### src/rtl/mod3_pkg.sv
// rtl/mod3_pkg.sv - shared constants and state type for the mod3 datapath and its arbiter
//
// Holds the DATA_WIDTH / PACKET_LENGTH constants shared by mod3_2, the packet
// arbiter and the benches, plus the arbiter state encoding.
package mod3_pkg;

  localparam int DATA_WIDTH    = 8;
  localparam int PACKET_LENGTH = 8;

  typedef enum logic {
    IDLE = 1'b0,
    PASS = 1'b1
  } arb_state_t;

endpackage

### src/rtl/mod3_rr_pick.sv
// rtl/mod3_rr_pick.sv - combinational round-robin picker
//
// Returns the first set request bit at or above ptr, wrapping past num_src-1
// back to 0.
//
// Ports:
//   req    in   num_src          request vector
//   ptr    in   $clog2(num_src)  search start index
//   valid  out  1                at least one request is set
//   idx    out  $clog2(num_src)  picked index (0 when valid=0)
module mod3_rr_pick
  import mod3_pkg::*;
#(
  parameter int num_src = 4
) (
  input  logic [num_src-1:0]         req,
  input  logic [$clog2(num_src)-1:0] ptr,
  output logic                       valid,
  output logic [$clog2(num_src)-1:0] idx
);

  localparam int idx_w = $clog2(num_src);

  int               cand;
  logic [idx_w-1:0] cand_idx;

  always_comb begin
    valid    = 1'b0;
    idx      = '0;
    cand     = 0;
    cand_idx = '0;
    for (int i = 0; i < num_src; i++) begin
      // Candidate index walks ptr, ptr+1, ... modulo num_src.
      cand = int'(ptr) + i;
      if (cand >= num_src) begin
        cand = cand - num_src;
      end
      cand_idx = idx_w'(cand);
      if (!valid && req[cand_idx]) begin
        valid = 1'b1;
        idx   = cand_idx;
      end
    end
  end

endmodule

### src/rtl/mod3_pkt_arbiter.sv
// rtl/mod3_pkt_arbiter.sv - packet-level round-robin arbiter in front of mod3_2
//
// Grants one source per packet, passes its beats through combinationally and
// holds config_k at the granted source's k for the whole packet. Packets are
// forcibly terminated after packet_length beats.
//
// Optional: define MOD3_ARB_LEN_ERR_EN to add len_err_cnt, a saturating count
// of forced-termination beats.
//
// Ports:
//   clk          in   1                    system clock
//   reset_n      in   1                    async active-low reset
//   src_k        in   num_src*data_width   per-source k (slice i = source i)
//   s_tdata      in   num_src*data_width   per-source data
//   s_tvalid     in   num_src              per-source valid
//   s_tlast      in   num_src              per-source last
//   s_tready     out  num_src              per-source ready (granted bit only)
//   m_tdata      out  data_width           data to datapath
//   m_tvalid     out  1                    valid to datapath
//   m_tlast      out  1                    last to datapath (source or forced)
//   m_tready     in   1                    ready from datapath
//   config_k     out  data_width           registered k for datapath
//   grant_id     out  $clog2(num_src)      registered granted source
//   busy         out  1                    high while passing a packet
//   len_err_cnt  out  16                   forced-termination count (optional)
module mod3_pkt_arbiter
  import mod3_pkg::*;
#(
  parameter int num_src       = 4,
  parameter int data_width    = DATA_WIDTH,
  parameter int packet_length = PACKET_LENGTH
) (
  input  logic                          clk,
  input  logic                          reset_n,
  input  logic [num_src*data_width-1:0] src_k,
  input  logic [num_src*data_width-1:0] s_tdata,
  input  logic [num_src-1:0]            s_tvalid,
  input  logic [num_src-1:0]            s_tlast,
  output logic [num_src-1:0]            s_tready,
  output logic [data_width-1:0]         m_tdata,
  output logic                          m_tvalid,
  output logic                          m_tlast,
  input  logic                          m_tready,
  output logic [data_width-1:0]         config_k,
  output logic [$clog2(num_src)-1:0]    grant_id,
  output logic                          busy
`ifdef MOD3_ARB_LEN_ERR_EN
  ,
  output logic [15:0]                   len_err_cnt
`endif
);

  localparam int gid_w = $clog2(num_src);
  localparam int cnt_w = (packet_length > 1) ? $clog2(packet_length) : 1;
  localparam logic [cnt_w-1:0] last_beat = cnt_w'(packet_length - 1);
  localparam logic [gid_w-1:0] last_src  = gid_w'(num_src - 1);

  arb_state_t             state, state_nx;
  logic [gid_w-1:0]       rr_ptr, rr_ptr_nx;
  logic [gid_w-1:0]       grant_nx;
  logic [data_width-1:0]  k_nx;
  logic [cnt_w-1:0]       beat_cnt, cnt_nx;

  logic                   pick_valid;
  logic [gid_w-1:0]       pick_idx;

  logic [data_width-1:0]  data_a [num_src];
  logic [data_width-1:0]  k_a    [num_src];

  for (genvar i = 0; i < num_src; i++) begin : g_unpack
    assign data_a[i] = s_tdata[i*data_width +: data_width];
    assign k_a[i]    = src_k[i*data_width +: data_width];
  end

  mod3_rr_pick #(
    .num_src (num_src)
  ) u_pick (
    .req   (s_tvalid),
    .ptr   (rr_ptr),
    .valid (pick_valid),
    .idx   (pick_idx)
  );

  assign busy = (state == PASS);

  always_ff @(posedge clk or negedge reset_n) begin
    if (!reset_n) begin
      state    <= IDLE;
      rr_ptr   <= '0;
      grant_id <= '0;
      config_k <= '0;
      beat_cnt <= '0;
    end else begin
      state    <= state_nx;
      rr_ptr   <= rr_ptr_nx;
      grant_id <= grant_nx;
      config_k <= k_nx;
      beat_cnt <= cnt_nx;
    end
  end

  always_comb begin
    state_nx  = state;
    rr_ptr_nx = rr_ptr;
    grant_nx  = grant_id;
    k_nx      = config_k;
    cnt_nx    = beat_cnt;
    m_tdata   = '0;
    m_tvalid  = 1'b0;
    m_tlast   = 1'b0;
    s_tready  = '0;

    case (state)
      IDLE: begin
        // Arbitration cycle: this is the single bubble ahead of each packet.
        if (pick_valid) begin
          state_nx  = PASS;
          grant_nx  = pick_idx;
          k_nx      = k_a[pick_idx];
          cnt_nx    = '0;
          // The winner drops to lowest priority for the next arbitration.
          rr_ptr_nx = (pick_idx == last_src) ? '0 : pick_idx + 1'b1;
        end
      end

      PASS: begin
        m_tdata            = data_a[grant_id];
        m_tvalid           = s_tvalid[grant_id];
        s_tready[grant_id] = m_tready;
        m_tlast            = s_tlast[grant_id] | (beat_cnt == last_beat);
        if (m_tvalid && m_tready) begin
          if (m_tlast) begin
            state_nx = IDLE;
            cnt_nx   = '0;
          end else begin
            cnt_nx   = beat_cnt + 1'b1;
          end
        end
      end

      default: begin
        state_nx = IDLE;
      end
    endcase
  end

`ifdef MOD3_ARB_LEN_ERR_EN
  // A forced beat is the length-limit beat that the source did not mark last.
  logic forced_beat;

  assign forced_beat = busy & m_tvalid & m_tready &
                       (beat_cnt == last_beat) & ~s_tlast[grant_id];

  always_ff @(posedge clk or negedge reset_n) begin
    if (!reset_n) begin
      len_err_cnt <= '0;
    end else if (forced_beat && (len_err_cnt != 16'hFFFF)) begin
      len_err_cnt <= len_err_cnt + 16'd1;
    end
  end
`endif

endmodule

### config.mk
export PLATFORM = sky130hd
export DESIGN_NAME = mod3_pkt_arbiter
export DESIGN_NICKNAME = d
export VERILOG_FILES = /design/src/rtl/mod3_pkg.sv /design/src/rtl/mod3_rr_pick.sv /design/src/rtl/mod3_pkt_arbiter.sv
export SDC_FILE = /design/constraint.sdc
export NUM_CORES = 1
export LEC_CHECK = 0
export CAP_MARGIN = 5
export CORE_MARGIN = 10
export CORE_UTILIZATION = 39
export CTS_BUF_LIST = sky130_fd_sc_hd__clkbuf_2 sky130_fd_sc_hd__clkbuf_4 sky130_fd_sc_hd__clkbuf_8
export DETAILED_ROUTE_END_ITERATION = 8
export PLACE_DENSITY = 0.93
export SLEW_MARGIN = 30
export SYNTH_ARGS = -nofsm -noshare
export SYNTH_HDL_FRONTEND = slang
export SYNTH_SLANG_ARGS = --single-unit
### constraint.sdc
create_clock -name clk -period 4.5 [get_ports clk]
set_input_delay 0.9 -clock clk [delete_from_list [all_inputs] [get_ports clk]]
set_output_delay 0.9 -clock clk [all_outputs]
set_load 0.1 [all_outputs]
==> results of run 1 <==
-- cell families after synthesis --
logic type | after synthesis | synth area share [%]
XOR/XNOR | 1 | 0.6285
multiplexers | 20 | 23.43
flip-flops | 16 | 28.73
adder cells (fa/ha/maj) | 2 | 1.795
buffers and inverters | 13 | 5.385
AND/OR/NAND/NOR | 55 | 24.06
AO/OA/AOI/OAI | 26 | 15.98
-- per-layer routing --
| metal | vias up | track usage, % |
|---|---|---|
| met3 | 2 | 6.532 |
| li1 | 695 | - |
| met5 | - | 0 |
| met2 | 66 | 28.32 |
| met1 | 687 | 18.33 |
| met4 | 0 | 4.754 |
-- power by group --
part           switching [mW]  total, mW  internal (mW)
sequential             0.0881      0.292          0.204
clock                  0.0472     0.0965         0.0493
combinational            1.03       1.43          0.404
total                    1.16       1.82          0.657
-- state kept, by name, summed over array words and instances (netlist names) --
register / cells
beat_cnt: 3
busy: 1
config_k: 8
grant_id: 2
rr_ptr: 2
-- layout make-up --
cell class	instances	area (sq um)	share of cell area [%]
repair buffers	99	955.9	40.02
clock buffers	4	36.28	1.519
multi-input cells	104	923.4	38.66
well taps	46	57.56	2.410
inverters	4	15.01	0.6286
flip-flops and latches	16	400.4	16.76
-- stage by stage --
step	worst slack [ps]	area, sq um	power (mW)
6_report	1229	2389	1.818
5_1_grt	1078	2389	1.901
4_1_cts	1203	2389	1.829
3_5_place_dp	1315	2352	1.731
3_3_place_gp	1326	2352	1.714
2_1_floorplan	263.0	1399	1.410
-- worst register-to-register path: cells and delay by family (launching register included) --
family           cells  cell delay (ps)
and+or+nand+nor      1              330
muxes                2              840
DFF                  1              810
-- placed cells by master (no fill, tap or decap), types with 2 or more instances in the layout --
| cell | instances |
|---|---|
| a21o_1 | 2 |
| or2_2 | 2 |
| nor4_2 | 2 |
| nand3_1 | 2 |
| clkbuf_4 | 3 |
| buf_4 | 14 |
| a21oi_1 | 2 |
| or2_1 | 2 |
| dfrtp_1 | 16 |
| ha_1 | 2 |
| or2b_1 | 2 |
| mux2i_1 | 9 |
| inv_1 | 4 |
| a22o_1 | 2 |
| clkdlybuf4s50_1 | 85 |
| a211oi_2 | 7 |
| nand2_1 | 6 |
| nor2_1 | 16 |
| a211oi_1 | 7 |
| mux4_2 | 10 |
| and2_1 | 10 |
| and4_1 | 8 |
-- cell usage after synthesis, drive strengths merged, types with 3 or more instances --
library cell,number,share of area [%]
a211oi,14,10
and2,10,4.5
and4,8,5.0
buf,5,3.1
clkbuf,4,1.2
dfrtp,16,29
inv,4,1.1
mux2i,9,6.5
mux4,10,16
nand2,6,1.6
nand3,3,2.0
nor2,16,4.3
or2,4,1.8
-- worst min path at each step --
stage	end	slack (ps)	start
CTS	config_k[0]	520	config_k[0]
detailed placement	config_k[0]	500	config_k[0]
global route	beat_cnt[1]	550	beat_cnt[1]
global placement	config_k[0]	480	config_k[0]
floorplan	beat_cnt[1]	480	beat_cnt[1]
finish	config_k[0]	520	config_k[0]
==> impl_metrics.py, run 1 <==
metrics = {
    "synth": {
        "seq_area_frac_synth_pct": 28.73,
        "ys_seq_elements": 16,
        "syn_area_sq_mm": 0.001394,
        "syn-mean-instance-area_sq_um": 10.48,
        "synth_edf_count": 0,
        "postSynth.asyncResetShare_pct": 100.0,
        "ys_types": 35,
        "ys_dominant_reg_cell": "dfrtp_1",
        "yosysWarnings": 0,
        "syn-num-nets": 210,
        "synth_cells": 133,
    },
    "run_status": {
        "status": "complete, no violations",
    },
    "timing": {
        "period_minus_slack_ps": 3271,
        "rsz0062_at_grt": "no",
        "tightest_slew_ps": 1003,
        "finalClockSkew_ps": 4.653,
        "period_share_pct": 72.69,
        "fmax_mhz": 305.7,
        "finalSetupTns_ps": 0,
        "final_max_slew_viol_count": 0,
        "timing.hold.ws_ps": 516.5,
        "finalSetupViolCount": 0,
        "relSlewSlack_pct": 32.90,
        "finalHoldViolCount": 0,
    },
    "detailed_routing": {
        "dr_wl_met2_um": 2611,
        "wl_per_cell_um": 19.33,
        "ant_nets": 0,
        "routed_wirelength_um": 5276,
        "dr.pass1.iters": 4,
        "met3WireLength_um": 583,
        "wl_met1_um": 2035,
        "drt-initial-drc-count": 64,
        "avgViaCountPerCell": 5.311,
        "num_vias": 1450,
        "drc": 0,
        "dr.max_layer_used": "met4",
    },
    "critical_path": {
        "critPathLaunch": "grant_id[0]",
        "cp_top_family": "buffers and inverters",
        "cp_num_cells": 1,
        "cp_slowest_stage_delay_ps": 1270,
        "worstSetupStartpointType": "register",
        "path_cells": "clkdlybuf4s50_1",
        "r2r-end": "beat_cnt[0]",
        "r2r-start": "grant_id[0]",
        "crit_slowest_cell": "clkdlybuf4s50_1",
        "required_ps": 3600,
        "r2r_slack_ps": 2470,
        "critPathKind": "reg -> out",
        "arrival_ps": 2370,
        "r2r_cells": 3,
        "end_kind": "output port",
        "crit_path_max_fanout": 15,
        "endpoint": "grant_id[0]",
        "crit_buf_inv": 1,
    },
    "floorplanning": {
        "die-area_sq_mm": 0.006365,
        "dieHeight_um": 79.78,
        "core_area_sq_mm": 0.003390,
        "num_rows": 21,
        "fp.dieW_um": 79.78,
        "ioPinCount": 100,
        "start_util_pct": 41.12,
    },
    "hold_path": {
        "hold_path_depth": 2,
        "hold_path_class": "reg -> reg",
    },
    "clocking": {
        "cts.sinks": 16,
        "cts_resized": 0,
        "numCtsBuffers": 3,
        "clkTransAtPathRegs_ps": 90,
        "cts_root_buf": "clkbuf_4",
        "ctsLongestPathBuffers": 2,
        "cts_max_level": 1,
        "clkLatencyLatePin_ps": 290,
        "post_cts_buffers": 0,
        "tritoncts": "yes",
        "cts_hold_repair.buffers": 0,
    },
    "global_routing": {
        "grt_max_degree": 18,
        "grt_pass1_vias": 1533,
        "grt-ovfl-total": 0,
        "grt_pass1_wl_um": 8293,
        "antenna_found_initial": 0,
        "grt_usage_pct": 16.47,
    },
    "place": {
        "dp.cells": 269,
        "gp_congestion": 0.8596,
        "io_buffers": 99,
        "dp_hpwl_um": 4419,
    },
    "cells_and_area": {
        "fin_util_pct": 70.47,
        "stdcell_count": 273,
        "insertedDiodeCount": 0,
        "fillCellCount": 252,
        "area_growth_pct": 71.36,
        "drive_above_1_share_pct": 18.94,
        "nets": 305,
    },
    "pwr": {
        "vdd_drop_max_v": 0.0003539,
        "power.density_mw_per_mm2": 761.0,
        "p_leak_nw": 0.9628,
    },
    "job": {
        "maxCapViolations": 0,
    },
}
(Power assumes the default switching activity.)
==> inputs of run 2 (changes only) <==
CORE_UTILIZATION = 36   (was 39)
PLACE_DENSITY = 0.87   (was 0.93)
clock period = 3.4 ns   (was 4.5 ns; I/O delays follow)
==> impl_metrics.py, run 2 (synthesis gave the netlist of run 1 again) <==
metrics = {
    "run_status": {
        "status": "complete, no violations",
    },
    "critical_path": {
        "path_cells": "mux4_2, nor2_1, nor2_2, buf_4",
        "arrival_ps": 2170,
        "crit_path_max_fanout": 15,
        "critPathKind": "reg -> out",
        "cp_slowest_stage_delay_ps": 830,
        "r2r-start": "grant_id[0]",
        "worstSetupStartpointType": "register",
        "critPathLaunch": "grant_id[0]",
        "end_kind": "output port",
        "required_ps": 2720,
        "crit_slowest_cell": "dfrtp_1",
    },
    "cells_and_area": {
        "layout_commonest_cell": "clkdlybuf4s50_1",
        "drive_above_1_share_pct": 25.11,
        "fillCellCount": 322,
        "final_cell_mix": "clkdlybuf4s50_1 (74), buf_4 (24), dfrtp_1 (16)",
        "largest_reg_flops": 8,
        "nets": 305,
        "reg_top3": "config_k x8, beat_cnt x3",
        "regMostFlops": "config_k",
        "insertedDiodeCount": 0,
        "area_growth_pct": 72.53,
        "fin_util_pct": 64.71,
    },
    "clocking": {
        "tritoncts": "yes",
        "cts_resized": 0,
        "numCtsBuffers": 3,
        "clkLatencyLatePin_ps": 250,
        "post_cts_buffers": 0,
        "cts_root_buf": "clkbuf_8",
        "cts.sinks": 16,
        "ctsLongestPathBuffers": 2,
        "cts_max_level": 1,
        "cts_hold_repair.buffers": 0,
        "clkTransAtPathRegs_ps": 60,
    },
    "pwr": {
        "power.switching_mw": 1.544,
        "combPwrFrac_pct": 77.2,
        "p_leak_nw": 0.9850,
        "total_power_mw": 2.451,
        "power.density_mw_per_mm2": 1019,
        "p_seq_share_pct": 15.9,
        "intPower_uw": 906.3,
        "power_frac_clock_pct": 6.9,
        "p_sw_share_pct": 63.02,
        "vdd_drop_max_v": 0.0004276,
    },
    "global_routing": {
        "grt_pass1_wl_um": 7907,
        "antenna_found_initial": 0,
        "grt_max_degree": 18,
        "grt-ovfl-total": 0,
        "grt_pass1_vias": 1495,
        "grt_usage_pct": 14.96,
    },
    "place": {
        "dp_hpwl_um": 4431,
        "dpl_worst_slack_ps": 665.5,
        "gp_congestion": 0.7923,
        "io_buffers": 99,
    },
    "floorplanning": {
        "dieHeight_um": 82.23,
        "num_rows": 22,
        "start_util_pct": 37.51,
        "core_area_sq_mm": 0.003716,
        "ioPinCount": 100,
        "fp.dieW_um": 82.23,
        "die-area_sq_mm": 0.006761,
    },
    "timing": {
        "rsz0062_at_grt": "no",
        "finalClockSkew_ps": 2.507,
        "period_share_pct": 83.87,
        "relSlewSlack_pct": 50.39,
        "setup_ws_ps": 548.5,
        "finalSetupTns_ps": 0,
        "fmax_mhz": 350.7,
        "finalHoldViolCount": 0,
        "tightest_slew_ps": 744.1,
        "period_minus_slack_ps": 2852,
        "finalSetupViolCount": 0,
        "final_max_slew_viol_count": 0,
    },
    "detailed_routing": {
        "drc": 0,
        "wl_per_cell_um": 18.91,
        "num_vias": 1442,
        "dr.pass1.iters": 4,
        "ant_nets": 0,
        "routed_wirelength_um": 5201,
        "avgViaCountPerCell": 5.244,
        "drt-initial-drc-count": 79,
    },
    "hold_path": {
        "hold_path_class": "reg -> reg",
        "worstHoldStart": "config_k[0]",
    },
    "job": {
        "maxCapViolations": 0,
    },
}
run 2: worst max-delay path, delay by kind of cell, from the launching register on:
| kind | cells | cell delay (ps) |
|---|---|---|
| buf+inv | 1 | 230 |
| flops | 1 | 830 |
| mux | 1 | 620 |
| simple gates | 2 | 240 |
run 2: power by group through the flow:
stage | sequential, mW | combinational [mW] | clock, mW
floorplan | 0.765 | 1.11 | 0
global placement | 0.395 | 1.88 | 0
detailed placement | 0.396 | 1.90 | 0
CTS | 0.392 | 1.91 | 0.169
global route | 0.411 | 1.97 | 0.182
finish | 0.390 | 1.89 | 0.168
run 2: path summary, 6_finish.rpt:
path                                     to  slack [ps]  depth (start not counted)
max in group asynchronous       grant_id[1]        2090                          1
worst min register to register  config_k[0]         500                          2
worst min-delay path            config_k[0]         500                          2
worst max register to register  beat_cnt[0]        1310                          3
worst max-delay path                m_tlast         550                          4
min in group asynchronous       config_k[1]         860                          1
run 2: metal layers:
metal	wire, um	share of wire, %	global-route usage, %
met5	0	0	0
met4	42	0.81	2.891
met3	460	8.8	4.212
met2	2866	55	27.68
met1	1831	35	16.62
run 2: layout make-up:
cell class,count,area (sq um),area share (%)
Sequential cell,16,400.4,16.65
Inverter,4,15.01,0.6243
Multi-Input combinational cell,104,933.4,38.81
Timing Repair Buffer,99,940.9,39.13
Clock buffer,4,55.05,2.289
Tap cell,48,60.06,2.497
run 2: metrics by stage:
step,hold slack [ps],area [sq um],std cells
finish,498.8,2405,275
global route,528.2,2405,275
CTS,501.6,2405,275
detailed placement,487.7,2350,271
global placement,481.6,2350,271
floorplan,384.4,1409,133
==> inputs of run 3 (changes only) <==
clock period = 3 ns   (was 3.4 ns; I/O delays follow)
==> impl_metrics.py, run 3 (synthesis gave the netlist of run 1 again) <==
metrics = {
    "run_status": {
        "status": "complete, no violations",
    },
    "pwr": {
        "p_sw_share_pct": 59.78,
        "power_frac_clock_pct": 5.8,
        "vdd_drop_max_v": 0.0004342,
        "p_seq_share_pct": 14.8,
        "combPwrFrac_pct": 79.4,
        "power.switching_mw": 1.826,
        "p_leak_nw": 1.033,
        "total_power_mw": 3.054,
        "intPower_mw": 1.228,
        "power.density_mw_per_mm2": 1185,
    },
    "clocking": {
        "cts.sinks": 16,
        "cts_resized": 0,
        "cts_max_level": 1,
        "ctsLongestPathBuffers": 2,
        "post_cts_buffers": 0,
        "tritoncts": "yes",
        "cts_root_buf": "clkbuf_8",
        "numCtsBuffers": 3,
        "clkLatencyLatePin_ps": 250,
        "cts_hold_repair.buffers": 0,
        "clkTransAtPathRegs_ps": 70,
    },
    "global_routing": {
        "grt_pass1_vias": 1498,
        "grt_usage_pct": 15.69,
        "grt_max_degree": 18,
        "grt-ovfl-total": 0,
        "antenna_found_initial": 0,
        "grt_pass1_wl_um": 8300,
    },
    "timing": {
        "finalSetupViolCount": 0,
        "timing.hold.ws_ps": 522.1,
        "period_share_pct": 85.78,
        "relSlewSlack_pct": 51.44,
        "finalClockSkew_ps": 6.233,
        "fmax_mhz": 388.6,
        "rsz0062_at_grt": "no",
        "tightest_slew_ps": 726.2,
        "final_max_slew_viol_count": 0,
        "setup_ws_ps": 426.5,
        "finalHoldViolCount": 0,
        "finalSetupTns_ps": 0,
        "period_minus_slack_ps": 2573,
    },
    "place": {
        "gp_congestion": 0.7766,
        "dp_hpwl_um": 4621,
        "dpl_worst_slack_ps": 429.8,
        "io_buffers": 99,
    },
    "critical_path": {
        "required_ps": 2400,
        "worstSetupStartpointType": "input port",
        "arrival_ps": 1970,
        "end_kind": "output port",
        "cp_slowest_stage_delay_ps": 510,
        "cp_num_cells": 4,
        "critPathLaunch": "s_tvalid[3]",
        "path_cells": "clkdlybuf4s50_1, mux4_2, and2_1, buf_12",
        "crit_buf_inv": 2,
        "r2r_slack_ps": 1110,
        "cp_top_family": "buffers and inverters",
        "crit_slowest_cell": "mux4_2",
        "critPathKind": "in -> out",
        "r2r_cells": 4,
        "r2r-start": "busy",
        "crit_path_max_fanout": 5,
    },
    "hold_path": {
        "hold_path_class": "reg -> reg",
        "worstHoldStart": "beat_cnt[2]",
        "hold_path_depth": 1,
    },
    "cells_and_area": {
        "nets": 305,
        "area_growth_pct": 84.92,
        "insertedDiodeCount": 0,
        "fin_util_pct": 69.36,
        "fillCellCount": 275,
        "final_cell_mix": "clkdlybuf4s50_1 (74), dfrtp_1 (14), buf_12 (14)",
        "layout_commonest_cell": "clkdlybuf4s50_1",
        "multiInputGateArea_sq_um": 947.2,
        "largest_reg_flops": 8,
        "drive_above_1_share_pct": 26.43,
        "reg_top3": "config_k x8, beat_cnt x3",
        "regMostFlops": "config_k",
        "seq_area_sq_um": 402.9,
    },
    "floorplanning": {
        "dieHeight_um": 82.23,
        "fp.dieW_um": 82.23,
        "num_rows": 22,
        "ioPinCount": 100,
        "die-area_sq_mm": 0.006761,
        "start_util_pct": 37.51,
        "core_area_sq_mm": 0.003716,
    },
    "detailed_routing": {
        "dr.pass1.iters": 4,
        "drc": 0,
        "drt-initial-drc-count": 94,
        "wl_per_cell_um": 19.68,
        "avgViaCountPerCell": 5.240,
        "num_vias": 1441,
        "routed_wirelength_um": 5412,
        "ant_nets": 0,
    },
    "job": {
        "maxCapViolations": 0,
    },
}
[run 3: cell types whose count changed in the layout (fill, tap and decap cells not counted), moves of 2 or more]
cell | before | now
dfrtp_1 | 16 | 14
dfrtp_2 | 0 | 2
buf_12 | 1 | 14
buf_4 | 24 | 11
[run 3: stage by stage]
stage	cells	area [sq um]
2_1_floorplan	133	1425
3_3_place_gp	271	2529
3_5_place_dp	271	2529
5_1_grt	275	2577
6_report	275	2577
4_1_cts	275	2577
[run 3: cell type report]
| cell class | count | area share [%] |
|---|---|---|
| clock buffers | 4 | 1.893 |
| inverters | 4 | 0.5825 |
| multi-input cells | 104 | 36.75 |
| flip-flops and latches | 16 | 15.63 |
| well taps | 48 | 2.330 |
| repair buffers | 99 | 42.82 |
[run 3: path summary, 6_finish.rpt]
kind,end
max in group asynchronous,grant_id[1]
min in group asynchronous,beat_cnt[2]
worst min-delay path,beat_cnt[2]
worst max-delay path,m_tvalid
worst min register to register,beat_cnt[2]
worst max register to register,config_k[2]
[run 3: power groups by stage]
stage	clock network [mW]	registers, mW	logic [mW]
after floorplan	0	0.869	1.27
after global placement	0	0.453	2.41
after detailed placement	0	0.459	2.44
after CTS	0.177	0.455	2.44
after global routing	0.189	0.480	2.51
final	0.176	0.453	2.43
[run 3: routing by layer]
layer / vias up / global-route usage, % / wire, um
li1: 694 / - / -
met1: 687 / 17.52 / 1989
met2: 52 / 29.16 / 2926
met3: 8 / 3.024 / 361
met4: 0 / 4.762 / 134
met5: - / 0 / 0
